File: src/rtl/mips_ctrl_pkg.sv
// Shared control-unit definitions: multiply/divide unit state encoding, op codes and default width.
package mips_ctrl_pkg;

  localparam int MDU_WIDTH = 32;

  localparam logic OP_MULT = 1'b0;
  localparam logic OP_DIV  = 1'b1;

  typedef enum logic [1:0] {
    MDU_IDLE = 2'd0,
    MDU_CALC = 2'd1,
    MDU_FIX  = 2'd2,
    MDU_DONE = 2'd3
  } mdu_state_t;

endpackage

File: src/rtl/mdu_cond_negate.sv
// Two's-complement negate of a WIDTH-bit value when neg is set, pass-through otherwise.
module mdu_cond_negate #(
  parameter int WIDTH = 32
) (
  input  logic [WIDTH-1:0] value,
  input  logic             neg,
  output logic [WIDTH-1:0] result
);

  assign result = neg ? (~value + WIDTH'(1)) : value;

endmodule

File: src/rtl/mult_div_unit.sv
// Iterative signed multiply/divide unit: magnitudes are processed one bit per cycle,
// signs are applied in a fix-up cycle, and HI/LO/Done are presented one cycle later.
module mult_div_unit
  import mips_ctrl_pkg::*;
#(
  parameter int WIDTH = MDU_WIDTH
) (
  input  logic             Clock,
  input  logic             Reset,
  input  logic             MultStart,
  input  logic             DivMult,
  input  logic [WIDTH-1:0] OpA,
  input  logic [WIDTH-1:0] OpB,
  output logic             Busy,
  output logic             Done,
  output logic             DivZero,
  output logic [WIDTH-1:0] HI,
  output logic [WIDTH-1:0] LO
);

  localparam int CW = $clog2(WIDTH);
  localparam logic [CW-1:0] LAST = CW'(WIDTH - 1);

  mdu_state_t         state_reg;
  logic               op_reg;
  logic               sign_a_reg;
  logic               sign_b_reg;
  logic               dz_reg;
  logic [CW-1:0]      cnt_reg;
  logic [2*WIDTH-1:0] mcand_reg;
  logic [2*WIDTH-1:0] prod_reg;
  logic [WIDTH:0]     opb_reg;
  logic [WIDTH-1:0]   rem_reg;
  logic [WIDTH-1:0]   quot_reg;
  logic [WIDTH-1:0]   res_hi_reg;
  logic [WIDTH-1:0]   res_lo_reg;

  logic [WIDTH:0]     abs_a;
  logic [WIDTH:0]     abs_b;
  logic [WIDTH:0]     shifted;
  logic [WIDTH:0]     diff;
  logic               borrow;
  logic [2*WIDTH-1:0] prod_fix;
  logic [WIDTH-1:0]   quot_fix;
  logic [WIDTH-1:0]   rem_fix;

  // One extra bit so that |-2^(WIDTH-1)| is represented exactly.
  mdu_cond_negate #(.WIDTH(WIDTH + 1)) u_abs_a (
    .value  ({OpA[WIDTH-1], OpA}),
    .neg    (OpA[WIDTH-1]),
    .result (abs_a)
  );

  mdu_cond_negate #(.WIDTH(WIDTH + 1)) u_abs_b (
    .value  ({OpB[WIDTH-1], OpB}),
    .neg    (OpB[WIDTH-1]),
    .result (abs_b)
  );

  mdu_cond_negate #(.WIDTH(2 * WIDTH)) u_fix_prod (
    .value  (prod_reg),
    .neg    (sign_a_reg ^ sign_b_reg),
    .result (prod_fix)
  );

  mdu_cond_negate #(.WIDTH(WIDTH)) u_fix_quot (
    .value  (quot_reg),
    .neg    (sign_a_reg ^ sign_b_reg),
    .result (quot_fix)
  );

  mdu_cond_negate #(.WIDTH(WIDTH)) u_fix_rem (
    .value  (rem_reg),
    .neg    (sign_a_reg),
    .result (rem_fix)
  );

  // Partial remainder stays below the divisor, so the shifted trial and the
  // difference both fit WIDTH+1 bits; the top bit of diff is the borrow.
  assign shifted = {rem_reg, quot_reg[WIDTH-1]};
  assign diff    = shifted - opb_reg;
  assign borrow  = diff[WIDTH];

  always_ff @(posedge Clock or negedge Reset) begin
    if (!Reset) begin
      state_reg  <= MDU_IDLE;
      op_reg     <= 1'b0;
      sign_a_reg <= 1'b0;
      sign_b_reg <= 1'b0;
      dz_reg     <= 1'b0;
      cnt_reg    <= '0;
      mcand_reg  <= '0;
      prod_reg   <= '0;
      opb_reg    <= '0;
      rem_reg    <= '0;
      quot_reg   <= '0;
      res_hi_reg <= '0;
      res_lo_reg <= '0;
      Busy       <= 1'b0;
      Done       <= 1'b0;
      DivZero    <= 1'b0;
      HI         <= '0;
      LO         <= '0;
    end else begin
      // Outputs trail the state by one cycle; Busy also covers the Done cycle.
      Busy    <= (state_reg != MDU_IDLE);
      Done    <= (state_reg == MDU_DONE);
      DivZero <= (state_reg == MDU_DONE) && dz_reg;

      case (state_reg)
        MDU_IDLE: begin
          if (MultStart && !Busy) begin
            op_reg     <= DivMult;
            sign_a_reg <= OpA[WIDTH-1];
            sign_b_reg <= OpB[WIDTH-1];
            mcand_reg  <= {{(WIDTH-1){1'b0}}, abs_a};
            quot_reg   <= abs_a[WIDTH-1:0];
            opb_reg    <= abs_b;
            prod_reg   <= '0;
            rem_reg    <= '0;
            cnt_reg    <= '0;
            if (DivMult == OP_DIV && OpB == '0) begin
              dz_reg    <= 1'b1;
              state_reg <= MDU_DONE;
            end else begin
              dz_reg    <= 1'b0;
              state_reg <= MDU_CALC;
            end
          end
        end

        MDU_CALC: begin
          if (op_reg == OP_DIV) begin
            rem_reg  <= borrow ? shifted[WIDTH-1:0] : diff[WIDTH-1:0];
            quot_reg <= {quot_reg[WIDTH-2:0], ~borrow};
          end else begin
            if (opb_reg[0]) begin
              prod_reg <= prod_reg + mcand_reg;
            end
            mcand_reg <= mcand_reg << 1;
            opb_reg   <= opb_reg >> 1;
          end
          cnt_reg <= cnt_reg + CW'(1);
          if (cnt_reg == LAST) begin
            state_reg <= MDU_FIX;
          end
        end

        MDU_FIX: begin
          if (op_reg == OP_DIV) begin
            res_hi_reg <= rem_fix;
            res_lo_reg <= quot_fix;
          end else begin
            {res_hi_reg, res_lo_reg} <= prod_fix;
          end
          state_reg <= MDU_DONE;
        end

        MDU_DONE: begin
          if (!dz_reg) begin
            HI <= res_hi_reg;
            LO <= res_lo_reg;
          end
          state_reg <= MDU_IDLE;
        end

        default: state_reg <= MDU_IDLE;
      endcase
    end
  end

endmodule

File: config.mk
export PLATFORM = sky130hd
export DESIGN_NAME = mult_div_unit
export DESIGN_NICKNAME = d
export VERILOG_FILES = /design/src/rtl/mips_ctrl_pkg.sv /design/src/rtl/mdu_cond_negate.sv /design/src/rtl/mult_div_unit.sv
export SDC_FILE = /design/constraint.sdc
export NUM_CORES = 1
export LEC_CHECK = 0
export BUFFER_PORTS_ARGS = -buffer_cell sky130_fd_sc_hd__buf_2
export CORE_MARGIN = 2
export CORE_UTILIZATION = 55
export DETAILED_ROUTE_END_ITERATION = 8
export PLACE_DENSITY = 0.81
export SLEW_MARGIN = 20
export SYNTH_ARGS = -nofsm -noshare
export SYNTH_HDL_FRONTEND = slang
export SYNTH_SLANG_ARGS = --single-unit
File: constraint.sdc
create_clock -name Clock -period 3.3 [get_ports Clock]
set_input_delay 0 -clock Clock [delete_from_list [all_inputs] [get_ports Clock]]
set_output_delay 0 -clock Clock [all_outputs]
set_load 0.1 [all_outputs]
==> metrics.cfg <==
[pwr]
switching_share_pct = 50.2
sequentialPowerShare_pct = 23.8
combPwrFrac_pct = 59.2
power.density_nw_per_um2 = 1020
power_frac_clock_pct = 17.0
intPower_uw = 15100
p_sw_uw = 15200
ir_worst_vdd_mv = 0.963
p_leak_uw = 0.0140

[yosys]
synthCells = 2925
synth_area_leaders = dfrtp_1 (37%), nand2_1 (6.0%), o21ai_0 (5.9%)
synth_nets = 3102
avgSynthCellArea_um2 = 8.43
synth-simple-area-share_pct = 17.4
synthAdderAreaFrac_pct = 5.59
ys_ff_latch = 367
synth_compound_area_share_pct = 23.9
yosys_warnings = 0
synth_cell_types = 77
async_flop_share_pct = 100
synth_edf_count = 0
synth_mux_area_share_pct = 1.98
synth_xor_area_share_pct = 9.06
synth_ff_type = dfrtp_1
yosysSeqAreaShare_pct = 37.2
synth_top_family_by_area = compound AO/OA/AOI/OAI gates
synth_area_um2 = 24700
yosys.area.top_type_share_pct = 37.2
yosysTopAreaCell = dfrtp_1

[drt]
wl_per_cell_um = 20.6
drtIter0Drc = 2691
avgViaCountPerCell = 6.22
drc = 0
drtPass1Iterations = 6
final_antenna_net_count = 0
vias = 23900
drt-total-wl_mm = 79.2

[critical_path]
r2r-start = quot_reg[17]$_DFFE_PN0P_
start_kind = flop
cp.required_ns = 3.77
rrSetupSlack_ns = -0.009
path_class = reg2reg
cp_max_fo = 4
worstRegToRegCells = 10
crit_arrival_ns = 3.78
regToRegEndpoint = res_lo_reg[29]$_DFFE_PN0P_
critPathCaptureType = flop

[cts]
cts_buffer_depth = 3
clkTransAtPathRegs_ns = 0.06
clock-sinks = 367
clk_latency_ns = 0.58
cts_tree = yes
cts_root_buf = clkbuf_16
numCtsBuffers = 43
htree_levels = 2

[sta]
min_period_over_period_pct = 100
worst_slack_ns = -0.00874
finalSetupViolCount = 1
rsz0062_at_grt = yes
clock_skew_ns = 0.0279
fmax_mhz = 302
setup_tns_ns = -0.00874
period_needed_ns = 3.31
hold_viol = 0
drv_slew = 0
worstMarginPinSlew_ns = 1.02
maxSlewHeadroom_pct = 32.0

[global_routing]
grt_pass1_wl_mm = 125
grt_usage_pct = 33.7
grt_start_max_net_pins = 160
grt_pass1_vias = 23000
antenna_found_initial = 4
grt-ovfl-total = 0

[place]
dp.cells = 3687
place.detailed.hpwl_mm = 57.3
place_congestion = 0.994
port_buffers = 134

[run_status]
status = complete, but fails checks
violations = setup timing

[floorplan]
initial_core_util_pct = 55.8
row_count = 77
die-height_um = 216
die_area_um2 = 46600
die_w_um = 216
io_pins = 135
core-area_um2 = 44200

[hold_path]
hp-class = in2reg
holdPathEnd = quot_reg[20]$_DFFE_PN0P_
hold_depth = 4
holdCritStartpoint = OpA[20]

[flow_run]
drv_cap = 0

[finish]
final_cells = 3836
fin_nets = 3388
fill_cells = 3453
area_growth_pct = 20.8
final_layout_size_suffix_gt1_share_pct = 17.1

[stage by stage]
stage,hold WS [ns],setup slack [ns],instance area [um^2],utilization [%],total power [uW]
after global routing,0.0372,-0.118,29800,67.4,32200
after global placement,0.157,-0.279,27200,61.6,23900
after floorplan,-0.296,0.0556,24700,-,19100
final,0.0183,-0.00874,29800,67.4,30300
after CTS,0.00439,0.00288,29400,66.5,29800
after detailed placement,0.175,-0.247,27200,61.6,24500
[layout by cell type, fill, tap and decap left out, types with 9 or more instances in the layout]
master and count:
nor2b_1 61, a22o_1 40, o21bai_1 23, nand2_1 394, nand3_1 38, o311ai_1 14, nor3_1 37, dfrtp_1 365
o21a_1 12, clkbuf_16 43, a21o_1 59, xor2_1 130, ha_1 104, o21ai_1 14, mux2i_1 9, mux2_2 32
o211ai_1 65, o41ai_1 19, a211oi_1 11, a21oi_1 190, xnor2_1 121, inv_1 133, buf_4 217, nor4_1 12
o21ai_0 280, nor2_1 161, and2_1 12, or4_1 21, and3_1 13, or3_1 34, nand2b_1 19, nand4_1 63
dlygate4sd3_1 58, buf_12 11, clkbuf_8 10, a31oi_1 13, o31ai_1 99, buf_2 133
[worst max-delay path by stage]
stage	start	end	slack (ns)	depth (start not counted)
2_1_floorplan	prod_reg[0]$_DFFE_PN0P_	prod_reg[62]$_DFFE_PN0P_	0.06	13
3_3_place_gp	mcand_reg[0]$_DFFE_PN0P_	prod_reg[62]$_DFFE_PN0P_	-0.28	14
3_5_place_dp	mcand_reg[0]$_DFFE_PN0P_	prod_reg[62]$_DFFE_PN0P_	-0.25	14
4_1_cts	quot_reg[16]$_DFFE_PN0P_	res_lo_reg[29]$_DFFE_PN0P_	0.003	10
5_1_grt	mcand_reg[0]$_DFFE_PN0P_	prod_reg[58]$_DFFE_PN0P_	-0.12	14
6_report	quot_reg[17]$_DFFE_PN0P_	res_lo_reg[29]$_DFFE_PN0P_	-0.009	10
[cell families after synthesis]
| logic type | after synthesis |
|---|---|
| DFF | 367 |
| and+or+nand+nor | 909 |
| xor gates and xnor gates | 255 |
| buffers and inverters | 314 |
| muxes | 43 |
| adders and majority gates | 109 |
| AOI/OAI and AO/OA | 928 |
[power by group through the flow]
stage	clock network [uW]	logic, uW	registers [uW]
2_1_floorplan	0	9620	9460
3_3_place_gp	0	16800	7160
3_5_place_dp	0	17200	7250
4_1_cts	5200	17400	7190
5_1_grt	5400	19400	7410
6_report	5150	17900	7230
[cell usage after synthesis (all sizes together) (3+ instances only)]
cell and instances:
o31ai 103, a21o 61, o2111a 3, nor4 21
o21bai 23, nand4 63, nand2 395, o21a 12
nand2b 24, xor2 133, or3 36, a31oi 15
or4 25, o21ai 299, mux2 33, a21boi 8
o41ai 23, xnor2 122, nand3b 7, mux2i 9
or2 4, a2111oi 3, nor2b 61, o2111ai 3
o211ai 65, a221oi 5, a41o 3, a211oi 17
and3 13, o311ai 19, inv 134, a21oi 198
dfrtp 367, a22o 40, and2 12, nor3 38
nand3 40, a41oi 7, ha 107, buf 11
nor2 165, clkbuf 168
[cell type report]
cell class | count | area (um^2) | share of cell area [%]
clock inverters | 18 | 278 | 0.932
well taps | 592 | 741 | 2.49
repair buffers | 420 | 3110 | 10.4
diodes | 3 | 7.51 | 0.0252
flip-flops and latches | 367 | 9190 | 30.8
inverters | 135 | 507 | 1.70
clock buffers | 57 | 1230 | 4.12
multi-input cells | 2244 | 14700 | 49.4
[repair_timing]
item / 4_1_cts / 5_1_grt
setup buffers: 1 / 12
hold endpoints to repair: 183 / 0
pin swaps: 9 / 19
cloned: 0 / 0
endpoints found under the setup margin: 30 / 66
gates resized for setup: 19 / 74
hold buffers: 58 / 0
[routing by layer]
layer | track usage [%] | wire (um) | vias to the layer above
met3 | 6.79 | 6770 | 225
met4 | 11.3 | 2710 | 0
met1 | 46.3 | 33500 | 11500
li1 | - | - | 11100
met5 | 0 | 0 | -
met2 | 53.4 | 36200 | 1113
[critical path, cell delays in order, from the launching register on]
cell and delay [ns]:
dfrtp_1 0.43, or4_4 0.56, or3_4 0.38, nor4_4 0.17, nand2b_1 0.13, or3b_4 0.39, or2_4 0.26, o41ai_4 0.23
xor2_1 0.23, a21oi_2 0.13, mux2_4 0.30
No activity file was read; power rests on OpenSTA's default activity.
